`src/rtl/axi4_lite_pkg.sv`:
```
// Shared AXI4-Lite definitions: bus widths, master FSM states, response codes.
// Used by the master bridge and by the RAM slave on the same bus.
package axi4_lite_pkg;

    localparam int DEFAULT_DATA_WIDTH = 32;
    localparam int DEFAULT_ADDR_WIDTH = 10;

    typedef enum logic [5:0] {
        ST_IDLE    = 6'b000001,
        ST_WRITE   = 6'b000010,
        ST_WAIT_B  = 6'b000100,
        ST_READ_AR = 6'b001000,
        ST_WAIT_R  = 6'b010000,
        ST_RESP    = 6'b100000
    } state_t;

    typedef enum logic [1:0] {
        RESP_OKAY   = 2'b00,
        RESP_EXOKAY = 2'b01,
        RESP_SLVERR = 2'b10,
        RESP_DECERR = 2'b11
    } resp_t;

endpackage

```
`src/rtl/AXI_BUS.sv`:
```
// AXI4-Lite bus bundle shared by the master bridge and the RAM slave.
// Word addressed; responses carried as raw 2-bit codes.
interface AXI_BUS #(
    parameter int DATA_WIDTH = axi4_lite_pkg::DEFAULT_DATA_WIDTH,
    parameter int ADDR_WIDTH = axi4_lite_pkg::DEFAULT_ADDR_WIDTH
) ();
    logic                  aw_valid;
    logic                  aw_ready;
    logic [ADDR_WIDTH-1:0] aw_addr;
    logic                  w_valid;
    logic                  w_ready;
    logic [DATA_WIDTH-1:0] w_data;
    logic                  b_valid;
    logic                  b_ready;
    logic [1:0]            b_resp;
    logic                  ar_valid;
    logic                  ar_ready;
    logic [ADDR_WIDTH-1:0] ar_addr;
    logic                  r_valid;
    logic                  r_ready;
    logic [DATA_WIDTH-1:0] r_data;
    logic [1:0]            r_resp;

    modport Master (
        output aw_valid, aw_addr, w_valid, w_data, b_ready, ar_valid, ar_addr, r_ready,
        input  aw_ready, w_ready, b_valid, b_resp, ar_ready, r_valid, r_data, r_resp
    );

    modport Slave (
        input  aw_valid, aw_addr, w_valid, w_data, b_ready, ar_valid, ar_addr, r_ready,
        output aw_ready, w_ready, b_valid, b_resp, ar_ready, r_valid, r_data, r_resp
    );
endinterface

```
`src/rtl/axi4_lite_master.sv`:
```
// Request/response port to AXI4-Lite master bridge, one transaction in flight.
// Latency: first AXI valid 1 cycle after accept; rsp_valid 3 cycles after accept on a zero-wait slave.
// Backpressure: req_ready only in IDLE; response held stable until rsp_ready.
module axi4_lite_master
    import axi4_lite_pkg::*;
#(
    parameter int DATA_WIDTH = DEFAULT_DATA_WIDTH,
    parameter int ADDR_WIDTH = DEFAULT_ADDR_WIDTH
) (
    input  logic                  clk,
    input  logic                  rst,
    input  logic                  req_valid,
    output logic                  req_ready,
    input  logic                  req_write,
    input  logic [ADDR_WIDTH-1:0] req_addr,
    input  logic [DATA_WIDTH-1:0] req_wdata,
    output logic                  rsp_valid,
    input  logic                  rsp_ready,
    output logic                  rsp_write,
    output logic [DATA_WIDTH-1:0] rsp_rdata,
    output logic [1:0]            rsp_resp,
    AXI_BUS.Master                amba_master
);

    state_t state;
    logic   aw_done;
    logic   w_done;
    logic   aw_fire;
    logic   w_fire;

    assign aw_fire   = amba_master.aw_valid && amba_master.aw_ready;
    assign w_fire    = amba_master.w_valid && amba_master.w_ready;
    assign req_ready = (state == ST_IDLE) && !rst;

    always_ff @(posedge clk or posedge rst) begin
        if (rst) begin
            state                <= ST_IDLE;
            aw_done              <= 1'b0;
            w_done               <= 1'b0;
            amba_master.aw_valid <= 1'b0;
            amba_master.aw_addr  <= '0;
            amba_master.w_valid  <= 1'b0;
            amba_master.w_data   <= '0;
            amba_master.b_ready  <= 1'b0;
            amba_master.ar_valid <= 1'b0;
            amba_master.ar_addr  <= '0;
            amba_master.r_ready  <= 1'b0;
            rsp_valid            <= 1'b0;
            rsp_write            <= 1'b0;
            rsp_rdata            <= '0;
            rsp_resp             <= 2'b00;
        end else begin
            case (state)
                ST_IDLE: begin
                    if (req_valid) begin
                        if (req_write) begin
                            amba_master.aw_addr  <= req_addr;
                            amba_master.w_data   <= req_wdata;
                            amba_master.aw_valid <= 1'b1;
                            amba_master.w_valid  <= 1'b1;
                            aw_done              <= 1'b0;
                            w_done               <= 1'b0;
                            state                <= ST_WRITE;
                        end else begin
                            amba_master.ar_addr  <= req_addr;
                            amba_master.ar_valid <= 1'b1;
                            state                <= ST_READ_AR;
                        end
                    end
                end

                // AW and W complete independently; the slave may take either first.
                ST_WRITE: begin
                    if (aw_fire) begin
                        amba_master.aw_valid <= 1'b0;
                        aw_done              <= 1'b1;
                    end
                    if (w_fire) begin
                        amba_master.w_valid <= 1'b0;
                        w_done              <= 1'b1;
                    end
                    if ((aw_done || aw_fire) && (w_done || w_fire)) begin
                        amba_master.b_ready <= 1'b1;
                        state               <= ST_WAIT_B;
                    end
                end

                ST_WAIT_B: begin
                    if (amba_master.b_valid) begin
                        amba_master.b_ready <= 1'b0;
                        rsp_resp            <= amba_master.b_resp;
                        rsp_rdata           <= '0;
                        rsp_write           <= 1'b1;
                        rsp_valid           <= 1'b1;
                        state               <= ST_RESP;
                    end
                end

                ST_READ_AR: begin
                    if (amba_master.ar_ready) begin
                        amba_master.ar_valid <= 1'b0;
                        amba_master.r_ready  <= 1'b1;
                        state                <= ST_WAIT_R;
                    end
                end

                ST_WAIT_R: begin
                    if (amba_master.r_valid) begin
                        amba_master.r_ready <= 1'b0;
                        rsp_rdata           <= amba_master.r_data;
                        rsp_resp            <= amba_master.r_resp;
                        rsp_write           <= 1'b0;
                        rsp_valid           <= 1'b1;
                        state               <= ST_RESP;
                    end
                end

                ST_RESP: begin
                    if (rsp_ready) begin
                        rsp_valid <= 1'b0;
                        state     <= ST_IDLE;
                    end
                end

                default: state <= ST_IDLE;
            endcase
        end
    end

endmodule
```
`src/flat_wrapper.sv`:
```
// flat-port wrapper written by rule: the top's interface ports become plain ports
module axi4_lite_master_flat import axi4_lite_pkg::*;
#(
    parameter int DATA_WIDTH = DEFAULT_DATA_WIDTH,
    parameter int ADDR_WIDTH = DEFAULT_ADDR_WIDTH
)
  (clk, rst, req_valid, req_ready, req_write, req_addr, req_wdata, rsp_valid, rsp_ready, rsp_write, rsp_rdata, rsp_resp, amba_master_aw_valid, amba_master_aw_addr, amba_master_w_valid, amba_master_w_data, amba_master_b_ready, amba_master_ar_valid, amba_master_ar_addr, amba_master_r_ready, amba_master_aw_ready, amba_master_w_ready, amba_master_b_valid, amba_master_b_resp, amba_master_ar_ready, amba_master_r_valid, amba_master_r_data, amba_master_r_resp);
  AXI_BUS #(.DATA_WIDTH(DATA_WIDTH), .ADDR_WIDTH(ADDR_WIDTH)) amba_master_i ();
  input  logic clk;
  input  logic rst;
  input  logic req_valid;
  output logic req_ready;
  input  logic req_write;
  input  logic [ADDR_WIDTH-1:0] req_addr;
  input  logic [DATA_WIDTH-1:0] req_wdata;
  output logic rsp_valid;
  input  logic rsp_ready;
  output logic rsp_write;
  output logic [DATA_WIDTH-1:0] rsp_rdata;
  output logic [1:0] rsp_resp;
  output wire logic [$bits(amba_master_i.aw_valid)-1:0] amba_master_aw_valid;
  output wire logic [$bits(amba_master_i.aw_addr)-1:0] amba_master_aw_addr;
  output wire logic [$bits(amba_master_i.w_valid)-1:0] amba_master_w_valid;
  output wire logic [$bits(amba_master_i.w_data)-1:0] amba_master_w_data;
  output wire logic [$bits(amba_master_i.b_ready)-1:0] amba_master_b_ready;
  output wire logic [$bits(amba_master_i.ar_valid)-1:0] amba_master_ar_valid;
  output wire logic [$bits(amba_master_i.ar_addr)-1:0] amba_master_ar_addr;
  output wire logic [$bits(amba_master_i.r_ready)-1:0] amba_master_r_ready;
  input wire logic [$bits(amba_master_i.aw_ready)-1:0] amba_master_aw_ready;
  input wire logic [$bits(amba_master_i.w_ready)-1:0] amba_master_w_ready;
  input wire logic [$bits(amba_master_i.b_valid)-1:0] amba_master_b_valid;
  input wire logic [$bits(amba_master_i.b_resp)-1:0] amba_master_b_resp;
  input wire logic [$bits(amba_master_i.ar_ready)-1:0] amba_master_ar_ready;
  input wire logic [$bits(amba_master_i.r_valid)-1:0] amba_master_r_valid;
  input wire logic [$bits(amba_master_i.r_data)-1:0] amba_master_r_data;
  input wire logic [$bits(amba_master_i.r_resp)-1:0] amba_master_r_resp;
  assign amba_master_aw_valid = amba_master_i.aw_valid;
  assign amba_master_aw_addr = amba_master_i.aw_addr;
  assign amba_master_w_valid = amba_master_i.w_valid;
  assign amba_master_w_data = amba_master_i.w_data;
  assign amba_master_b_ready = amba_master_i.b_ready;
  assign amba_master_ar_valid = amba_master_i.ar_valid;
  assign amba_master_ar_addr = amba_master_i.ar_addr;
  assign amba_master_r_ready = amba_master_i.r_ready;
  assign amba_master_i.aw_ready = amba_master_aw_ready;
  assign amba_master_i.w_ready = amba_master_w_ready;
  assign amba_master_i.b_valid = amba_master_b_valid;
  assign amba_master_i.b_resp = amba_master_b_resp;
  assign amba_master_i.ar_ready = amba_master_ar_ready;
  assign amba_master_i.r_valid = amba_master_r_valid;
  assign amba_master_i.r_data = amba_master_r_data;
  assign amba_master_i.r_resp = amba_master_r_resp;
  axi4_lite_master #(.DATA_WIDTH(DATA_WIDTH), .ADDR_WIDTH(ADDR_WIDTH)) u_core (.clk(clk), .rst(rst), .req_valid(req_valid), .req_ready(req_ready), .req_write(req_write), .req_addr(req_addr), .req_wdata(req_wdata), .rsp_valid(rsp_valid), .rsp_ready(rsp_ready), .rsp_write(rsp_write), .rsp_rdata(rsp_rdata), .rsp_resp(rsp_resp), .amba_master(amba_master_i));
endmodule
```
`config.mk`:
```
export PLATFORM = sky130hd
export DESIGN_NAME = axi4_lite_master_flat
export DESIGN_NICKNAME = d
export VERILOG_FILES = /design/src/rtl/axi4_lite_pkg.sv /design/src/rtl/AXI_BUS.sv /design/src/rtl/axi4_lite_master.sv /design/src/flat_wrapper.sv
export SDC_FILE = /design/constraint.sdc
export NUM_CORES = 1
export LEC_CHECK = 0
export BUFFER_PORTS_ARGS = -buffer_cell sky130_fd_sc_hd__buf_2
export CAP_MARGIN = 20
export CORE_MARGIN = 10
export CORE_UTILIZATION = 35
export DETAILED_ROUTE_END_ITERATION = 7
export GPL_TIMING_DRIVEN = 0
export RECOVER_POWER = 25
export SLEW_MARGIN = 0
export SYNTH_ARGS = -nofsm -noshare
export SYNTH_HDL_FRONTEND = slang
export SYNTH_SLANG_ARGS = --single-unit
```
`constraint.sdc`:
```
create_clock -name clk -period 4.35 [get_ports clk]
set_input_delay 0.6525 -clock clk [delete_from_list [all_inputs] [get_ports clk]]
set_output_delay 0.6525 -clock clk [all_outputs]
set_load 0.02 [all_outputs]
```
; Yosys cells after proc, flatten, opt, wreduce, memory -nomap -nowiden
; Index checks and enable logic that the tools add are counted.
[word_totals]
regBits = 101
input_bits = 88
output_inout_bits = 94
elab_cells = 96
[classes]
eq_ne = 16
mux = 41
bitwise_logic = 1
reduce_logical = 23
[ops]
columns = cell, n
row1 = two-way mux 32 bit, 2
row2 = one-hot mux 32 bit (2 select lines), 1
row3 = two-way mux 6 bit, 6
row4 = one-hot mux 6 bit (6 select lines), 1
row5 = two-way mux 1 bit, 18
row6 = one-hot mux 1 bit (2 select lines), 8
row7 = AND reduction 4 bit, 4
row8 = AND reduction 3 bit, 5
row9 = "inequality test 2 bit, second input constant", 7
row10 = nonzero test 2 bit, 5
row11 = "equality test 6 x 1 -> 1 bit, second input constant", 1
row12 = "equality test 6 x 2 -> 1 bit, second input constant", 1
row13 = "equality test 6 x 3 -> 1 bit, second input constant", 1
row14 = "equality test 6 x 4 -> 1 bit, second input constant", 1
row15 = "equality test 6 x 5 -> 1 bit, second input constant", 1
row16 = "equality test 6 bit, second input constant", 1
row17 = "inequality test 2 x 1 -> 1 bit, second input constant", 3
row18 = AND reduction 6 bit, 1
row19 = logical AND 1 bit, 4
row20 = two-way mux 2 bit, 2
row21 = two-way mux 4 bit, 1
row22 = one-hot mux 2 bit (2 select lines), 1
row23 = one-hot mux 1 bit (3 select lines), 1
row24 = nonzero test 3 bit, 1
row25 = other kinds (3), 4

; Depth between registers and ports, before layout
[depth]
depth_word = 5
depth_mapped = 6
ltp_nobuf = 4

; Worst setup path before layout
; No wires, ideal clock.
[synth_timing]
path_kind = reg2out
startpoint = register u_core.state[5]
endpoint = output port req_ready
arrival_time_ps = 1482
t_required_ps = 3697
path_slack_ps = 2216
stages_incl_launch_ff = 4
n_path_buf = 0
path_cell_list = dfrtp_1 nor4_1 nand2_1 nor2_1
[synth_via]
elab_chain_len = 2
[synth_lines]
columns = item, line_no
row1 = from (decl), axi4_lite_master.sv:25  ; state_t state;
row2 = from (signal assigned), axi4_lite_master.sv:37  ; state <= ST_IDLE;
row3 = from (signal assigned), axi4_lite_master.sv:63  ; state <= ST_WRITE;
row4 = from (signal assigned), axi4_lite_master.sv:67  ; state <= ST_READ_AR;
row5 = equality test 6 x 1 -> 1 bit, axi4_lite_master.sv:33  ; assign req_ready = (state == ST_IDLE) && !rst;
row6 = logical AND 1 bit, axi4_lite_master.sv:33
row7 = to (decl), flat_wrapper.sv:12  ; output logic req_ready;
; Every way passes these cells.

==> results.md <==
- Status: complete, but fails checks
- Failing checks: max-capacitance violations, max-slew violations
- Die H: 126 microns
- Root Driver: clkbuf_16
- Worst-Skew Late Latency: 340 ps
- Fin. Hold Viols: 0
- Finished Core Util: 48.4%
- Slew HR: -20.7%
- Main synth FF type: dfrtp_1
- MaxCap Viol Count: 1
- Startpoint Class: input port
- Clock tree buffer depth: 2
- Share of cells above drive strength 1: 57.2%
- Core area: 10900 sq um
- Num rows: 38
- Tcrit/Tclk final: 66.7%
- Vias in the first global route: 3200
- Fill count: 1025
- Pleak: 2.73 nW
- Fraction of registers with async set/reset: 100%
- Synthesis warning total: 0
- Starting Density: 35.9%
- Final Critical Period: 2900 ps
- Cell Area, Synth: 3930 sq um
- Global-route wire length before repair: 17.0 mm
- Total CTS buffers: 9
- Net Count, Synth: 357
- Hold/Removal Path Class: flop to flop
- DR vias/cell: 4.79
- H-tree levels: 3
- Worst hold path depth: 2
- Clk_skew: 8.32 ps
- Crit. End Element: async pin
- Switching Power: 1.45 mW
- Die ar.: 15900 sq um
- IO Pins: 182
- Post-CTS Setup Repair Bufs: 0
- Slew Limit Fails: 42
- Final WL: 10.7 mm
- Commonest non-fill, non-tap cell in the layout: buf_2
- Avg WL per Cell: 17.7 microns
- CP required: 4540 ps
- RSZ-0062 raised after global routing: false
- Post-layout power: 3.82 mW
- Total iterations of the first detailed-routing run: 4
- Pint: 2.37 mW
- IO buf count: 181
- Clock Sinks: 101
- PnR worst setup slack: 1450 ps
- Switch share: 38.1%
- Worst Path Arrival: 3090 ps
- All-Layer GR Usage: 13.3%
- Most frequent cells in the layout: buf_2, dfrtp_1, mux2_2
- CTS resizes: 0
- Count of different cell masters after synthesis: 39
- Chip Width: 126 microns
- Hold Buf Count CTS: 0
- Post-synth EDFFs: 0
- Pre-CTS worst setup slack: 1920 ps
- Worst VDD drop: 373 uV
- Combinational power share: 41.2%
- Routability cong.: 0.760
- Area growth from synthesis to layout: 34.8%
- Worst r2r path cells: 4
- Antenna violations before repair: 1
- Largest net degree at the start of global routing: 62
- Placed Cells: 591
- Worst Tran Pin Value: 1800 ps
- Fmax: 345 MHz
- Iter 0 DRT Violations: 158
- Total grt overflow: 0
- Sequential share of the synthesized area: 64.4%
- Non-Filler Instances: 608
- Sequential Power Share: 39.4%
- Instance count of the mapped netlist: 269
- DR vias: 2913
- WS Path Type: input port to async pin
- DR DRC count: 0
- CTS tree: built
- Pwr/cell area: 721 nW/um^2
- Final setup violation count: 0
- Synth Register Bits: 101
- Syn avg cell area: 14.6 sq um
- Clock transition at the registers of the reported paths: 60 ps
- Clock Power Share: 19.4%
- Layout Nets: 550
- Post-DP HPWL: 8.42 mm
- Max FO, Critical Path: 61
- Antenna-violating nets left: 0
- Hold Slack: 475 ps
-- critical path: stages --
cell,delay (ps)
clkbuf_1,90
clkinvlp_2,1040
clkbuf_2,1250
-- path summary, 6_finish.rpt --
kind	from	to	slack [ps]
setup / recovery	rst	u_core.amba_master.w_data[22]	1450
hold / removal	u_core.rsp_valid	u_core.rsp_valid	480
setup reg to reg	u_core.state[5]	u_core.amba_master.w_data[14]	2050
hold reg to reg	u_core.rsp_valid	u_core.rsp_valid	480
max in group clk	u_core.state[5]	req_ready	1570
min in group asynchronous	rst	u_core.amba_master.aw_addr[2]	760
-- kinds of logic after synthesis --
logic type,count (synthesis),share of synthesized area (%)
DFF,101,64.4
and+or+nand+nor,39,5.96
AOI/OAI and AO/OA,54,10.8
muxes,56,16.1
buffers and inverters,19,2.83
-- layer usage --
metal	GRT usage [%]	part of all wire (%)
met1	14.3	38
met2	23.2	54
met3	4.53	6.8
met4	5.89	1.7
met5	0	0
-- cell type report --
cell class / instances / area (sq um) / area share (%)
Antenna cell: 1 / 2.50 / 0.0473
Tap cell: 140 / 175 / 3.31
Multi-Input combinational cell: 149 / 1290 / 24.3
Clock buffer: 10 / 239 / 4.51
Clock inverter: 6 / 38.8 / 0.733
Inverter: 7 / 27.5 / 0.520
Sequential cell: 101 / 2530 / 47.8
Timing Repair Buffer: 182 / 910 / 17.2
Buffer: 12 / 85.1 / 1.61
-- metrics by stage --
step           setup TNS (ps)  instance area, sq um
2_1_floorplan               0                  3930
3_3_place_gp           -11940                  5010
3_5_place_dp                0                  5040
4_1_cts                     0                  5320
5_1_grt                     0                  5300
6_report                    0                  5300
-- power groups by stage --
stage	logic, mW	registers (mW)	clock network, mW
final	1.57	1.50	0.743
after global placement	1.58	1.51	0
after floorplan	0.578	1.96	0
after CTS	1.61	1.51	0.770
after global routing	1.70	1.56	0.809
after detailed placement	1.61	1.52	0
-- state kept, by name, summed over array words and instances (netlist names) --
name                         flops
u_core.amba_master.w_data       32
u_core.w_done                    1
u_core.amba_master.r_ready       1
u_core.rsp_valid                 1
u_core.amba_master.b_ready       1
u_core.rsp_rdata                32
u_core.amba_master.aw_addr      10
u_core.rsp_resp                  2
u_core.rsp_write                 1
u_core.amba_master.ar_valid      1
u_core.amba_master.aw_valid      1
u_core.amba_master.ar_addr      10
u_core.state                     6
u_core.aw_done                   1
u_core.amba_master.w_valid       1
-- cells in the mapped netlist (2+ instances only) --
master / count / share of area, %
dfrtp_1: 100 / 64
mux2_2: 54 / 15
a22o_1: 32 / 7.1
nand2_1: 10 / 0.96
inv_1: 7 / 0.67
a21oi_1: 5 / 0.64
buf_2: 5 / 0.64
buf_6: 4 / 1.1
nand3_1: 4 / 0.51
nor2_1: 4 / 0.38
o21ai_0: 4 / 0.51
nand4_1: 3 / 0.48
o31ai_1: 3 / 0.57
a31oi_1: 2 / 0.32
and3_1: 2 / 0.32
clkbuf_1: 2 / 0.19
mux2_1: 2 / 0.57
nand3b_1: 2 / 0.38
nand4b_1: 2 / 0.45
nor4_1: 2 / 0.32
or3_1: 2 / 0.32
Note: power is estimated with default switching activity, not from simulation.
